--- src/rtl/vga_timing_if.sv ---
// Video timing bundle: pixel strobe, syncs, blanking, counters and frame marker.
// The generator drives it through the master modport; pixel logic uses the slave modport.
interface vga_timing_if;
  logic       pixel_clk;
  logic       hs;
  logic       vs;
  logic       blank;
  logic       sync;
  logic [9:0] DrawX;
  logic [9:0] DrawY;
  logic       frame_start;

  modport master (
    output pixel_clk, hs, vs, blank, sync, DrawX, DrawY, frame_start
  );

  modport slave (
    input pixel_clk, hs, vs, blank, sync, DrawX, DrawY, frame_start
  );
endinterface

--- src/rtl/vga_timing_gen.sv ---
// VGA raster timing generator: pixel strobe at Clk/2, registered syncs/blank kept coherent
// with the DrawX/DrawY counters, and a one-cycle frame_start on each wrap to (0,0).
module vga_timing_gen #(
  parameter int unsigned H_VISIBLE = 640,
  parameter int unsigned H_FRONT   = 16,
  parameter int unsigned H_SYNC    = 96,
  parameter int unsigned H_BACK    = 48,
  parameter int unsigned V_VISIBLE = 480,
  parameter int unsigned V_FRONT   = 10,
  parameter int unsigned V_SYNC    = 2,
  parameter int unsigned V_BACK    = 33
) (
  input  logic         Clk,
  input  logic         Reset,
  vga_timing_if.master vga
);

  localparam int unsigned H_TOTAL = H_VISIBLE + H_FRONT + H_SYNC + H_BACK;
  localparam int unsigned V_TOTAL = V_VISIBLE + V_FRONT + V_SYNC + V_BACK;

  if (H_TOTAL > 1024 || V_TOTAL > 1024) begin : g_total_check
    $error("vga_timing_gen: line and frame totals must not exceed 1024");
  end

  localparam logic [9:0]  HLast   = 10'(H_TOTAL - 1);
  localparam logic [9:0]  VLast   = 10'(V_TOTAL - 1);
  // 11-bit bounds so an end value of exactly 1024 does not truncate to 0
  localparam logic [10:0] HsStart = 11'(H_VISIBLE + H_FRONT);
  localparam logic [10:0] HsEnd   = 11'(H_VISIBLE + H_FRONT + H_SYNC);
  localparam logic [10:0] VsStart = 11'(V_VISIBLE + V_FRONT);
  localparam logic [10:0] VsEnd   = 11'(V_VISIBLE + V_FRONT + V_SYNC);
  localparam logic [10:0] HVis    = 11'(H_VISIBLE);
  localparam logic [10:0] VVis    = 11'(V_VISIBLE);

  logic       pix_en_q;
  logic [9:0] x_q, x_d;
  logic [9:0] y_q, y_d;
  logic       hs_q, hs_d;
  logic       vs_q, vs_d;
  logic       blank_q, blank_d;
  logic       frame_start_q, frame_start_d;

  always_comb begin
    x_d           = x_q;
    y_d           = y_q;
    frame_start_d = 1'b0;
    if (pix_en_q) begin
      if (x_q == HLast) begin
        x_d = '0;
        if (y_q == VLast) begin
          y_d           = '0;
          frame_start_d = 1'b1;
        end else begin
          y_d = y_q + 10'd1;
        end
      end else begin
        x_d = x_q + 10'd1;
      end
    end
    // Decode from the next counter values so the registered flags line up with them
    hs_d    = !(({1'b0, x_d} >= HsStart) && ({1'b0, x_d} < HsEnd));
    vs_d    = !(({1'b0, y_d} >= VsStart) && ({1'b0, y_d} < VsEnd));
    blank_d = ({1'b0, x_d} < HVis) && ({1'b0, y_d} < VVis);
  end

  always_ff @(posedge Clk or posedge Reset) begin
    if (Reset) begin
      pix_en_q      <= 1'b0;
      x_q           <= '0;
      y_q           <= '0;
      hs_q          <= 1'b1;
      vs_q          <= 1'b1;
      blank_q       <= 1'b1;
      frame_start_q <= 1'b0;
    end else begin
      pix_en_q      <= ~pix_en_q;
      x_q           <= x_d;
      y_q           <= y_d;
      hs_q          <= hs_d;
      vs_q          <= vs_d;
      blank_q       <= blank_d;
      frame_start_q <= frame_start_d;
    end
  end

  assign vga.pixel_clk   = pix_en_q;
  assign vga.hs          = hs_q;
  assign vga.vs          = vs_q;
  assign vga.blank       = blank_q;
  assign vga.sync        = 1'b0;
  assign vga.DrawX       = x_q;
  assign vga.DrawY       = y_q;
  assign vga.frame_start = frame_start_q;

endmodule

--- src/flat_wrapper.sv ---
// flat-port wrapper written by rule: the top's interface ports become plain ports
module vga_timing_gen_flat 
#(
  parameter int unsigned H_VISIBLE = 640,
  parameter int unsigned H_FRONT   = 16,
  parameter int unsigned H_SYNC    = 96,
  parameter int unsigned H_BACK    = 48,
  parameter int unsigned V_VISIBLE = 480,
  parameter int unsigned V_FRONT   = 10,
  parameter int unsigned V_SYNC    = 2,
  parameter int unsigned V_BACK    = 33
)
  (Clk, Reset, vga_pixel_clk, vga_hs, vga_vs, vga_blank, vga_sync, vga_DrawX, vga_DrawY, vga_frame_start);
  vga_timing_if vga_i ();
  input  logic Clk;
  input  logic Reset;
  output wire logic [$bits(vga_i.pixel_clk)-1:0] vga_pixel_clk;
  output wire logic [$bits(vga_i.hs)-1:0] vga_hs;
  output wire logic [$bits(vga_i.vs)-1:0] vga_vs;
  output wire logic [$bits(vga_i.blank)-1:0] vga_blank;
  output wire logic [$bits(vga_i.sync)-1:0] vga_sync;
  output wire logic [$bits(vga_i.DrawX)-1:0] vga_DrawX;
  output wire logic [$bits(vga_i.DrawY)-1:0] vga_DrawY;
  output wire logic [$bits(vga_i.frame_start)-1:0] vga_frame_start;
  assign vga_pixel_clk = vga_i.pixel_clk;
  assign vga_hs = vga_i.hs;
  assign vga_vs = vga_i.vs;
  assign vga_blank = vga_i.blank;
  assign vga_sync = vga_i.sync;
  assign vga_DrawX = vga_i.DrawX;
  assign vga_DrawY = vga_i.DrawY;
  assign vga_frame_start = vga_i.frame_start;
  vga_timing_gen #(.H_VISIBLE(H_VISIBLE), .H_FRONT(H_FRONT), .H_SYNC(H_SYNC), .H_BACK(H_BACK), .V_VISIBLE(V_VISIBLE), .V_FRONT(V_FRONT), .V_SYNC(V_SYNC), .V_BACK(V_BACK)) u_core (.Clk(Clk), .Reset(Reset), .vga(vga_i));
endmodule
--- config.mk ---
export PLATFORM = sky130hd
export DESIGN_NAME = vga_timing_gen_flat
export DESIGN_NICKNAME = d
export VERILOG_FILES = /design/src/rtl/vga_timing_if.sv /design/src/rtl/vga_timing_gen.sv /design/src/flat_wrapper.sv
export SDC_FILE = /design/constraint.sdc
export NUM_CORES = 1
export LEC_CHECK = 0
export BUFFER_PORTS_ARGS = -buffer_cell sky130_fd_sc_hd__buf_2
export CAP_MARGIN = 40
export CORE_ASPECT_RATIO = 2
export CORE_MARGIN = 5
export CORE_UTILIZATION = 40
export DETAILED_ROUTE_END_ITERATION = 10
export HOLD_SLACK_MARGIN = 0.05
export PLACE_DENSITY_LB_ADDON = 0.15
export SYNTH_ARGS = -nofsm -noshare
export SYNTH_HDL_FRONTEND = slang
export SYNTH_SLANG_ARGS = --single-unit
--- constraint.sdc ---
create_clock -name Clk -period 2.3 [get_ports Clk]
set_input_delay 0.115 -clock Clk [delete_from_list [all_inputs] [get_ports Clk]]
set_output_delay 0.115 -clock Clk [all_outputs]
set_load 0.02 [all_outputs]
# --- Word level (Yosys, flattened, before mapping) ---
# Cells that the tools add are included.
word_totals:
  register_bits: 25
  latch_bits: 0
  mem_count: 0
  output_inout_bits: 26
  mem_bits_rw: 0
  word_cells: 31
  mem_bits_ro: 0
classes:
  n_eq_ne: 2
  magnitude_cmp: 6
  bitwise: 1
  addsub: 2
  div: 0
  n_mul: 0
  shift: 0
  muxes: 8
  n_reduce_logical: 5
op_table:
  columns: ["cell", "count"]
  rows:
  - ["2-to-1 mux 10 bit", 5]
  - ["adder 10 x 1 -> 10 bit (second input constant)", 2]
  - ["== test 10 bit (second input constant)", 2]
  - ["< comparator 10 bit (second input constant)", 2]
  - ["< comparator 10 x 9 -> 1 bit (second input constant)", 2]
  - ["greater-or-equal comparator 10 bit (second input constant)", 1]
  - ["greater-or-equal comparator 10 x 9 -> 1 bit (second input constant)", 1]
  - ["logical AND 1 bit", 3]
  - ["2-to-1 mux 1 bit", 3]
  - ["logical NOT 1 bit", 2]
  - ["NOT 1 bit", 1]

# --- Depth between registers and ports, before layout ---
# Gate-level depths: netlist of the first run.
logic_depth:
  word_depth: 7
  ltp_mapped: 8

# --- Worst setup path before layout of the first run ---
# No wires, ideal clock.
synth_path:
  path_type: "register -> register"
  from: "reg u_core.x_q[0], in the netlist u_core.vga.DrawX[0]"
  to: "reg u_core.vs_q, in the netlist u_core.vga.vs"
  period_less_slack_ps: 2310
  path_slack_ps: -10
  stages_incl_launch_ff: 7
  t_arrival_ps: 2217
  path_cell_list: "dfrtp_1 ha_1 nand3_2 or4_4 or4_4 a22oi_2 nand4b_1"
synth_between:
  elab_chain_cells: 6
  word_cells_on_any_way: 7
synth_lines:
  columns: ["element", "line_no", "text"]
  rows:
  - ["start: declaration", "vga_timing_gen.sv:36", "logic [9:0] x_q, x_d;"]
  - ["start signal: assignment", "vga_timing_gen.sv:69", "x_q <= '0;"]
  - ["start signal: assignment", "vga_timing_gen.sv:77", "x_q <= x_d;"]
  - ["== test 10 bit (*)", "vga_timing_gen.sv:48", "if (x_q == HLast) begin"]
  - ["2-to-1 mux 10 bit (*)", "vga_timing_gen.sv:48", null]
  - ["2-to-1 mux 10 bit (*)", "vga_timing_gen.sv:47", "if (pix_en_q) begin"]
  - ["greater-or-equal comparator 10 x 9 -> 1 bit / < comparator 10 x 9 -> 1 bit (equally long branches)", "vga_timing_gen.sv:62", "vs_d = !(({1'b0, y_d} >= VsStart) && ({1'b0, y_d} < VsEnd));"]
  - ["logical AND 1 bit (*)", "vga_timing_gen.sv:62", null]
  - ["logical NOT 1 bit (*)", "vga_timing_gen.sv:62", null]
  - ["named net u_core.vs_d", "vga_timing_gen.sv:39", "logic vs_q, vs_d;"]
  - ["end signal: assignment", "vga_timing_gen.sv:80", "vs_q <= vs_d;"]
  - ["end: declaration", "vga_timing_gen.sv:39", null]
# The timed path passes the listed nets; every way through them passes the cells marked *.

# --- Worst setup path in the final report of the first run ---
# Ends and elaborated chain as after synthesis.

==> results.md, run 1 <==
| Quantity | This run |
| --- | --- |
| Cells after synthesis | 156 |
| Largest buffer count on any clock path | 2 |
| Post-synth cell types | 47 |
| Number of antenna violations at the first check in global routing | 0 |
| RSZ-0062 raised after global routing | false |
| Area added between synthesis and finish | 25.3% |
| Overall power after layout | 712 µW |
| Slowest stage cell on the critical path | or4_4 |
| Final hold viol count | 0 |
| Most common library cell in the layout ignoring fill and taps | buf_2 |
| Status | completed |
| Detail Route Antenna Nets | 0 |
| Sequential cell area fraction in the yosys report | 44.0% |
| Critical path peak fanout | 5 |
| Die Outline Area | 4950 µm² |
| Crit share post-route | 95.4% |
| Combined area of all synthesized cells | 1430 µm² |
| Fraction of final layout cells sized beyond drive strength 1 | 32.8% |
| Clock transition time at the flip-flop clock pins of the worst setup and hold paths | 90 ps |
| Total of endpoints with negative setup slack in the final report | 0 |
| # Max-Cap Violations | 0 |
| Detailed Route WL | 3720 µm |
| Worst path top cell family by delay | simple AND/OR/NAND/NOR gates |
| Cell with the most instances on the worst path | or4_4 |
| Maximum number of pins on one net before global-route repair | 14 |
| Endpoint arrival time on the critical path | 2370 ps |
| Clock tree skew after final layout | 6.68 ps |
| Starting density of the core | 41.9% |
| CTS HTree Levels | 1 |
| DRC violations left | 0 |
| Via density per instance | 5.34 |
| Via count of the routed design | 1298 |
| FMAX | 0.456 GHz |
| Chip Height | 94.6 µm |
| GRT Overall Usage | 16.5% |
| Peak supply drop | 0.396 mV |
| Worst reg2reg setup slack | 100 ps |
| Pre-Repair DR Iteration Count | 4 |
| Required time of the critical path | 2480 ps |
| Die X-Extent | 52.3 µm |
| Top library cells by usage in the layout, fill and taps aside | 26 x buf_2, 20 x dfrtp_1, 18 x nand2_1, 18 x buf_4, 10 x nor2_1 |
| Count of flip-flops with a built-in enable after synthesis | 0 |
| Total clock buffers created by CTS | 3 |
| Buffers on Ports | 26 |
| Half-perimeter wire length after placement | 2880 µm |
| Worst Path Class, Setup | reg -> reg |
| Proportion of register bits with asynchronous set or reset after synthesis | 100% |
| Final critical path time including I/O delays and setup | 2200 ps |
| Element type at the critical path start | flip-flop |
| Initial DRC count | 31 |
| Total global routing overflow | 0 |
| Number of clock sinks seen by CTS | 25 |
| Clk_lat worst skew | 270 ps |
| Area inside the core boundary | 3420 µm² |
| TritonCTS clock tree | done |
| Clock root buffer | clkbuf_8 |
| Sum of buffers and inverters on the critical path | 0 |
| Average footprint of a synthesized cell | 9.18 µm² |
| Global placement routability congestion | 0.884 |
| Final Core Density | 52.5% |
| Via count of the first global-routing pass | 1369 |
| Number of placed I/O pins | 28 |
| Power density relative to cell area | 397 nW/µm² |
| Nets@finish | 201 |
| Flip-flop cell with the highest count after synthesis | dfrtp_1 |
| Global-route wire length before repair | 6320 µm |
| Routed length per placed instance | 15.3 µm |
| Setup TNS | 0 ps |
| Number of slew-limit violations in the final report | 0 |
| Cell area after placement | 1700 µm² |
| Slowest stage delay, CP | 530 ps |
| Number of flip-flops and latches in the synthesized netlist | 25 |
| Post-Layout Inst Area | 1790 µm² |
| Leak pwr | 0.000812 µW |
| List of cells traversed by the critical path | ha_2 -> nand3_2 -> or4_4 -> or4_4 -> a22oi_2 -> nand4b_1 |
| Yosys warning total | 0 |
| Number of antenna diodes | 0 |
| Post-Route Hold Slack | 401 ps |
| Crit. End Element | flip-flop |
| Path category of the worst min-delay check | in -> async |
| Synthesized Nets | 161 |
| Cell row count | 30 |
-- worst reg2reg max path, delay by kind of cell (launching register included) --
family / cells / cell delay [ps]
AND/OR/NAND/NOR: 4 / 1230
AO/OA/AOI/OAI: 1 / 240
flip-flops: 1 / 400
adder cells (fa/ha/maj): 1 / 230
-- sequential cells by signal, indices dropped and copies added (netlist names) --
name                    cells
u_core.vga.hs               1
u_core.vga.DrawX           10
u_core.vga.blank            1
u_core.vga.pixel_clk        1
u_core.vga.DrawY           10
u_core.vga.vs               1
u_core.vga.frame_start      1
-- per-layer routing --
| layer | wire length [µm] | global-route usage (%) |
|---|---|---|
| met5 | 0 | 0 |
| met4 | 110 | 7.04 |
| met3 | 124 | 2.37 |
| met2 | 2140 | 30.8 |
| met1 | 1350 | 17.5 |
-- timing repair --
item / CTS / global route
gates resized for setup: 0 / 5
setup buffers: 0 / 1
endpoints found under the hold margin: 11 / 0
setup endpoints to repair: 0 / 2
hold buffers: 1 / 0
-- worst paths after layout --
path / startpoint / endpoint / cells after the start
max in group asynchronous: Reset / u_core.vga.vs / 4
setup reg to reg: u_core.vga.DrawX[0] / u_core.vga.vs / 6
hold reg to reg: u_core.vga.DrawX[1] / u_core.vga.DrawX[1] / 1
min in group Clk: u_core.vga.DrawX[1] / u_core.vga.DrawX[1] / 1
hold / removal: Reset / u_core.vga.pixel_clk / 3
setup / recovery: u_core.vga.DrawX[0] / u_core.vga.vs / 6
-- layout make-up --
cell class,instances,area (µm²)
clock buffer,4,45.0
fill,337,1620
inverter,9,33.8
multi-input combinational,112,747
sequential,25,632
tap,48,60.1
timing repair buffer,45,275
-- cell families (layout without fill, tap and decap cells) --
| logic type | count (synthesis) | in the layout | synth area share (%) |
|---|---|---|---|
| fa+ha+maj | 3 | 3 | 2.62 |
| compound gates | 26 | 26 | 12.8 |
| xor+xnor | 11 | 11 | 6.73 |
| mux | 1 | 1 | 0.699 |
| buf+inv | 19 | 58 | 5.94 |
| other cells | 1 | 1 | 0.262 |
| simple gates | 70 | 70 | 26.9 |
| flops | 25 | 25 | 44.0 |
-- metrics by stage --
stage                     std cells  setup WS (ps)
after floorplan                 156           72.7
after global placement          237            129
after detailed placement        237           57.8
after CTS                       242           31.6
after global routing            243           2.46
final                           243            105
-- Yosys cell counts (all sizes together), types with 2 or more instances --
master / number / share of area [%]
dfrtp: 22 / 38
nand2: 18 / 4.7
nor2: 10 / 2.6
inv: 9 / 2.4
nand3: 9 / 3.5
o21ai: 8 / 2.8
nor3: 7 / 2.4
xnor2: 6 / 3.7
buf: 5 / 2.3
clkbuf: 5 / 1.3
or4: 5 / 3.1
xor2: 5 / 3.1
a21oi: 4 / 1.4
nand4: 4 / 1.7
dfstp: 3 / 5.5
ha: 3 / 2.6
nor4: 3 / 1.3
o31ai: 3 / 1.9
a21o: 2 / 1.0
and3: 2 / 0.96
nand2b: 2 / 0.87
nand4b: 2 / 1.2
nor2b: 2 / 0.87
or3: 2 / 0.96
-- report_power, final --
part	switching, µW	internal (µW)	total, µW	leakage (µW)
Combinational	10.4	2.91	13.3	0.000468
Clock	135	124	259	0.0000228
Sequential	0	439	439	0.000321
Note: power is estimated with default switching activity, not from simulation.
==> run 2: changes to the inputs <==
Settings changed: ABC_AREA set to 1.
==> run 2 against run 1 <==
Area after synthesis increased by 3.6%. Core utilization down 4.3 points. Sequential share of layout area grew 1.0 points. Largest cell class unchanged. Largest power group unchanged.
==> results.md, run 2 <==
| Quantity | This run | vs previous |
| --- | --- | --- |
| Slew headroom | 66.6% |  |
| RSZ-0062 raised after global routing | false |  |
| Total global routing overflow | 0 | unchanged |
| Global placement routability congestion | 0.827 | -6.5% |
| Die Outline Area | 5100 µm² | +3.0% |
| Yosys warning total | 0 | unchanged |
| Sequential cell area fraction in the yosys report | 42.4% | -1.5 points |
| Beginning of the critical path | u_core.vga.DrawX[0] |  |
| Peak supply drop | 0.359 mV | -9.3% |
| # Max-Cap Violations | 0 | unchanged |
| Average footprint of a synthesized cell | 7.53 µm² | -18% |
| Critical path capture point | u_core.vga.blank |  |
| Maximum number of pins on one net before global-route repair | 16 | +2 |
| Clock root buffer | clkbuf_8 |  |
| Worst path top cell family by delay | simple AND/OR/NAND/NOR gates |  |
| Global-route wire length before repair | 6160 µm | -2.5% |
| Sum of buffers and inverters on the critical path | 0 | unchanged |
| Area fraction of the dominant cell type after synthesis | 37.1% | -1.3 points |
| Crit share post-route | 81.6% | -14 points |
| Detail Route Antenna Nets | 0 | unchanged |
| Top library cells by usage in the layout, fill and taps aside | 52 x nand2_1, 33 x inv_1, 26 x buf_2, 22 x dfrtp_1, 19 x nor2_1 |  |
| Total of endpoints with negative setup slack in the final report | 0 | unchanged |
| Total clock buffers created by CTS | 3 | unchanged |
| Switching power of the nets | 153 µW | +5.3% |
| Status | completed |  |
| Final critical path time including I/O delays and setup | 1880 ps | -318 ps |
| Final hold viol count | 0 | unchanged |
| Post_cts resized | 0 | unchanged |
| Measured slew at the worst slew-check pin | 501 ps |  |
| Met3 Routed Length | 133 µm | +7.3% |
| Largest buffer count on any clock path | 2 | unchanged |
| Fraction of final layout cells sized beyond drive strength 1 | 23.7% | -9.1 points |
| Post-synth cell types | 29 | -38% |
| Required time of the critical path | 2510 ps | +30 ps |
| Endpoint arrival time on the critical path | 2090 ps | -280 ps |
| Area added between synthesis and finish | 17.1% |  |
| Post-CTS Setup Repair Bufs | 0 | unchanged |
| Critical path peak fanout | 15 | +10 |
| Die X-Extent | 53.1 µm | +1.4% |
| Post-Layout Inst Area | 1740 µm² | -3.1% |
| Routed length per placed instance | 12.7 µm | -17% |
| Buffers on Ports | 26 | unchanged |
| Flip-flop cell with the highest count after synthesis | dfrtp_1 |  |
| Area contributors post-synth | dfrtp_1 37%, nand2_1 13%, inv_1 8.4%, dfstp_2 5.3%, nand3_1 5.1% |  |
| Cell row count | 31 | +3.3% |
| DRC violations left | 0 | unchanged |
| Half-perimeter wire length after placement | 2910 µm | +1.1% |
| Via count of the routed design | 1338 | +3.1% |
| CTS HTree Levels | 1 | unchanged |
| Most common library cell in the layout ignoring fill and taps | nand2_1 |  |
| Combined area of all synthesized cells | 1480 µm² | +3.6% |
| TritonCTS clock tree | done |  |
| Logic depth of the worst setup path including buffers | 12 | +6 |
| Highest metal layer used by the detailed router | met4 |  |
| Worst Path Class, Setup | reg -> reg |  |
| Setup TNS | 0 ps | unchanged |
| Crit. End Element | flip-flop |  |
| Number of clock sinks seen by CTS | 25 | unchanged |
| Cell with the most instances on the worst path | nand2_1 |  |
| Cells after synthesis | 197 | +26% |
| Cell area after placement | 1680 µm² | -1.3% |
| Fraction of power spent switching nets | 21.3% | +0.81 points |
| Share of power burned in registers | 61.0% | -0.7 points |
| Final Core Density | 48.1% | -4.3 points |
| Detailed Route WL | 3510 µm | -5.5% |
| Clock tree skew after final layout | 1.63 ps | -5.04 ps |
| Chip Height | 96.1 µm | +1.6% |
| Number of placed I/O pins | 28 | unchanged |
| Number of flip-flops and latches in the synthesized netlist | 25 | unchanged |
| Nets@finish | 234 | +16% |
| Clock power share | 36.8% | +0.4 points |
| Number of antenna violations at the first check in global routing | 0 | unchanged |
| Slowest stage cell on the critical path | dfrtp_1 |  |
| Most instantiated library cell after synthesis | nand2_1 |  |
| Reg-to-reg endpoint | u_core.vga.blank |  |
| List of cells traversed by the critical path | ha_1 -> nand2_1 -> nor2_4 -> nand3_4 -> nor2_8 -> nand2_1 -> nand2_1 -> nand2_1 -> nor2_1 -> nand2_2 -> nand2_1 -> nor2_2 |  |
| Initial DRC count | 19 | -39% |
| GRT Overall Usage | 16.4% | -0.10 points |
| Part of the total power dissipated in combinational logic | 2.2% | +0.3 points |
| Met2 routed WL | 2070 µm | -3.1% |
| Path category of the worst min-delay check | in -> async |  |
| Worst reg2reg setup slack | 420 ps | +320 ps |
| Leak pwr | 0.000974 µW | +20% |
| Slowest stage delay, CP | 450 ps | -80 ps |
| Library cell occupying the most area in the post-synthesis netlist | dfrtp_1 |  |
| Pre-Repair DR Iteration Count | 4 | unchanged |
| Depth of the most critical reg-to-reg path | 12 | +6 |
| Count of flip-flops with a built-in enable after synthesis | 0 | unchanged |
| Number of antenna diodes | 0 | unchanged |
| Area inside the core boundary | 3610 µm² | +5.6% |
| Number of inserted filler cells in the final layout | 392 | +16% |
| Number of slew-limit violations in the final report | 0 | unchanged |
| Starting density of the core | 41.1% | -0.80 points |
| FMAX | 0.533 GHz | +17% |
| Beginning of the worst register-to-register path | u_core.vga.DrawX[0] |  |
| Element type at the critical path start | flip-flop |  |
| Proportion of register bits with asynchronous set or reset after synthesis | 100% | unchanged |
| Clk_lat worst skew | 270 ps | about the same |
| Via count of the first global-routing pass | 1386 | +1.2% |
| Leading cell types by count after synthesis | 52 x nand2_1, 33 x inv_1, 22 x dfrtp_1, 19 x nor2_1, 15 x nand3_1 |  |
| Internal power | 567 µW | +0.24% |
| Power density relative to cell area | 415 nW/µm² | +4.5% |
| Via density per instance | 4.83 | -9.6% |
| Synthesized Nets | 202 | +25% |
| Clock transition time at the flip-flop clock pins of the worst setup and hold paths | 90 ps | about the same |
| M1 WL | 1210 µm | -10% |
## run 2: changes by cell type after synthesis, sizes merged, moves of 5 or more
cell   delta
or4       -5
inv      +26
nand4     +5
xnor2     -6
nor2     +15
nand3    +10
nand2    +38
## run 2: logic make-up after synthesis
| logic type | synth area share [%] |
|---|---|
| buf+inv | 10.6 |
| fa+ha+maj | 2.53 |
| other cells | 0.253 |
| flops | 42.4 |
| compound gates | 4.47 |
| simple gates | 37.9 |
| xor+xnor | 1.77 |
## run 2: power groups by stage
stage	registers (µW)	clock network, µW	logic (µW)
finish	439	265	16.0
global route	440	296	18.3
floorplan	448	0	9.21
global placement	448	0	12.7
detailed placement	448	0	15.7
CTS	439	277	17.0
## run 2: routing by layer
metal / track usage, % / vias up
met2: 32.0 / 37
met1: 16.4 / 619
met3: 2.02 / 11
li1: - / 671
met4: 7.25 / 0
met5: 0 / -
## run 2: cell type report
type	instances	area, µm²	share of cell area [%]
Sequential cell	25	629	36.2
Tap cell	49	61.3	3.53
Clock inverter	1	7.51	0.432
Multi-Input combinational cell	134	696	40.1
Inverter	35	131	7.56
Clock buffer	3	41.3	2.38
Timing Repair Buffer	30	170	9.80
## run 2: metrics by stage
stage               power, µW  std cells  setup WS [ps]  hold slack (ps)
global route              754        277            197              423
global placement          461        271            481              378
finish                    721        277            423              396
CTS                       734        277            401              417
floorplan                 457        197            489              140
detailed placement        464        272            418              166
## run 2: what timing repair did
action                                  CTS  global route
hold buffers                              1             0
endpoints found under the setup margin    0             0
endpoints found under the hold margin     9             0
## run 2: how the worst min path moves through the flow
stage           from                endpoint  slack [ps]
3_3_place_gp   Reset     u_core.vga.DrawY[9]         380
6_report       Reset  u_core.vga.frame_start         400
3_5_place_dp   Reset     u_core.vga.DrawX[4]         170
5_1_grt        Reset     u_core.vga.DrawX[4]         420
4_1_cts        Reset  u_core.vga.frame_start         420
2_1_floorplan  Reset     u_core.vga.DrawX[0]         140
## run 2: tightest hold or removal path, delay by kind of cell
family	cells	cell delay, ps
buf+inv	3	1000
==> run 3: changes to the inputs <==
Settings changed: ABC_AREA 1 to 0.
Clock period 2.3 ns to 1.51 ns, I/O delays scaled along.
==> run 3 against run 2 <==
The flow now finishes with violations (negative setup slack). Largest power group unchanged. Highest routed layer unchanged. First-iteration DRC count increased by 16%. Critical endpoint is now u_core.vga.vs. Critical path depth shrank 6. Total power rose by 51%. Global-route usage is 3.8 points higher. Non-clock buffer count is 70 higher.
==> results.md, run 3 (synthesized netlist as in run 1, its figures left out) <==
| Quantity | This run | vs previous |
| --- | --- | --- |
| Maximum number of pins on one net before global-route repair | 26 | +10 |
| List of cells traversed by the critical path | ha_4 -> nand3_4 -> or4_4 -> or4_4 -> a22oi_2 -> nand4b_1 |  |
| Final hold viol count | 0 | unchanged |
| Via density per instance | 5.18 | +7.2% |
| FMAX | 0.477 GHz | -11% |
| Total global routing overflow | 0 | unchanged |
| Endpoint arrival time on the critical path | 2270 ps | +180 ps |
| RSZ-0062 raised after global routing | true |  |
| Routed length per placed instance | 16.2 µm | +28% |
| Clock transition time at the flip-flop clock pins of the worst setup and hold paths | 90 ps | about the same |
| Critical path capture point | u_core.vga.vs |  |
| Detailed Route WL | 4830 µm | +37% |
| DRC violations left | 0 | unchanged |
| Number of inserted filler cells in the final layout | 248 | -37% |
| Chip Height | 94.6 µm | -1.6% |
| Total clock buffers created by CTS | 3 | unchanged |
| Slowest stage cell on the critical path | or4_4 |  |
| Via count of the routed design | 1543 | +15% |
| Cell with the most instances on the worst path | or4_4 |  |
| Final Core Density | 73.0% | +25 points |
| Number of slew-limit violations in the final report | 0 | unchanged |
| Overall power after layout | 1090 µW | +51% |
| Global placement routability congestion | 0.910 | +10% |
| PnR worst setup slack | -588 ps | -1010 ps |
| Number of clock sinks seen by CTS | 25 | unchanged |
| Area inside the core boundary | 3420 µm² | -5.3% |
| Top library cells by usage in the layout, fill and taps aside | 62 x buf_4, 26 x buf_2, 17 x nand2_1, 14 x dfrtp_1, 11 x buf_6 |  |
| Detail Route Antenna Nets | 0 | unchanged |
| Most common library cell in the layout ignoring fill and taps | buf_4 |  |
| Path category of the worst min-delay check | in -> async |  |
| GRT Overall Usage | 20.2% | +3.8 points |
| Via count of the first global-routing pass | 1625 | +17% |
| Worst Path Class, Setup | reg -> reg |  |
| Number of antenna diodes | 0 | unchanged |
| Crit. End Element | flip-flop |  |
| Number of placed I/O pins | 28 | unchanged |
| Die X-Extent | 52.3 µm | -1.4% |
| Status | complete, but fails checks |  |
| Worst reg2reg setup slack | -590 ps | -1010 ps |
| Required time of the critical path | 1690 ps | -820 ps |
| Fraction of final layout cells sized beyond drive strength 1 | 60.0% | +36 points |
| # Max-Cap Violations | 0 | unchanged |
| Post-Layout Inst Area | 2490 µm² | +44% |
| Violated checks | negative setup slack |  |
| Beginning of the critical path | u_core.vga.DrawX[1] |  |
| Reg-to-reg endpoint | u_core.vga.vs |  |
| Post-Route Hold Slack | 412 ps | +16.2 ps |
| Total of endpoints with negative setup slack in the final report | 20 | +20 |
| Global-route wire length before repair | 7690 µm | +25% |
| Pre-Repair DR Iteration Count | 4 | unchanged |
| Peak supply drop | 0.635 mV | +77% |
| Initial DRC count | 22 | +3 |
| Largest buffer count on any clock path | 2 | unchanged |
| Beginning of the worst register-to-register path | u_core.vga.DrawX[1] |  |
| Clk_lat worst skew | 260 ps | about the same |
| Cell area after placement | 2090 µm² | +25% |
| TritonCTS clock tree | done |  |
| Number of antenna violations at the first check in global routing | 0 | unchanged |
| Final critical path time including I/O delays and setup | 2100 ps | +221 ps |
| Starting density of the core | 41.9% | +0.80 points |
| Power density relative to cell area | 437 nW/µm² | +5.2% |
| Element type at the critical path start | flip-flop |  |
| Leak pwr | 0.00115 µW | +18% |
| Cell row count | 30 | -3.2% |
| Clock tree skew after final layout | 2.25 ps | +0.616 ps |
| Setup TNS | -6840 ps | -6840 ps |
| Critical path peak fanout | 5 | -10 |
| Die Outline Area | 4950 µm² | -3.0% |
| Crit share post-route | 139% | +57 points |
| Area added between synthesis and finish | 74.2% |  |
| Buffers on Ports | 26 | unchanged |
| Half-perimeter wire length after placement | 3410 µm | +17% |
| Clock root buffer | clkbuf_8 |  |
| Slowest stage delay, CP | 530 ps | +80 ps |
| Nets@finish | 256 | +9.4% |
| Depth of the most critical reg-to-reg path | 6 | -6 |
| CTS HTree Levels | 1 | unchanged |
[run 3: cell count changes in the layout (fill, tap and decap cells not counted), moves of 9 or more]
cell     previous run  this run
buf_4               2        62
nand2_1            52        17
inv_1              33         7
buf_6               0        11
nor2_1             19         8
nand3_1            15         6
[run 3: timing repair]
action / CTS / global route
pin swaps: 8 / 18
hold endpoints to repair: 22 / 0
hold buffers: 1 / 0
resized for setup: 29 / 23
setup buffers: 8 / 10
setup endpoints to repair: 18 / 23
[run 3: cell type report]
class | instances | area (µm²) | share of cell area, %
repair buffers | 100 | 729 | 29.3
multi-input cells | 112 | 986 | 39.5
well taps | 48 | 60.1 | 2.41
inverters | 9 | 33.8 | 1.35
clock buffers | 4 | 45.0 | 1.81
flip-flops and latches | 25 | 639 | 25.6
[run 3: power breakdown]
group | switching [µW] | internal, µW
Combinational | 16.4 | 4.52
Sequential | 0 | 669
Clock | 210 | 188
Total | 226 | 862
[run 3: worst min path at each step]
| stage | from | end | slack [ps] | cells past startpoint |
|---|---|---|---|---|
| 5_1_grt | Reset | u_core.vga.DrawX[9] | 450 | 4 |
| 2_1_floorplan | Reset | u_core.vga.DrawX[2] | 100 | 1 |
| 6_report | Reset | u_core.vga.DrawY[3] | 410 | 4 |
| 3_3_place_gp | Reset | u_core.vga.frame_start | 140 | 3 |
| 4_1_cts | Reset | u_core.vga.frame_start | 420 | 4 |
| 3_5_place_dp | Reset | u_core.vga.frame_start | 150 | 3 |
[run 3: critical path, delay by kind of cell, from the launching register on]
| kind | cells | cell delay (ps) |
|---|---|---|
| simple gates | 4 | 1250 |
| flops | 1 | 390 |
| compound gates | 1 | 220 |
| fa+ha+maj | 1 | 150 |
[run 3: stage by stage]
step | cells | setup WS, ps
after floorplan | 156 | -552
after global placement | 278 | -503
after detailed placement | 278 | -551
after CTS | 291 | -569
after global routing | 298 | -651
final | 298 | -588
[run 3: per-layer routing]
| layer | global-route usage [%] | wire length [µm] | vias to the layer above |
|---|---|---|---|
| li1 | - | - | 740 |
| met1 | 21.3 | 1670 | 750 |
| met2 | 38.5 | 2830 | 39 |
| met3 | 1.90 | 112 | 14 |
| met4 | 8.74 | 212 | 0 |
| met5 | 0 | 0 | - |
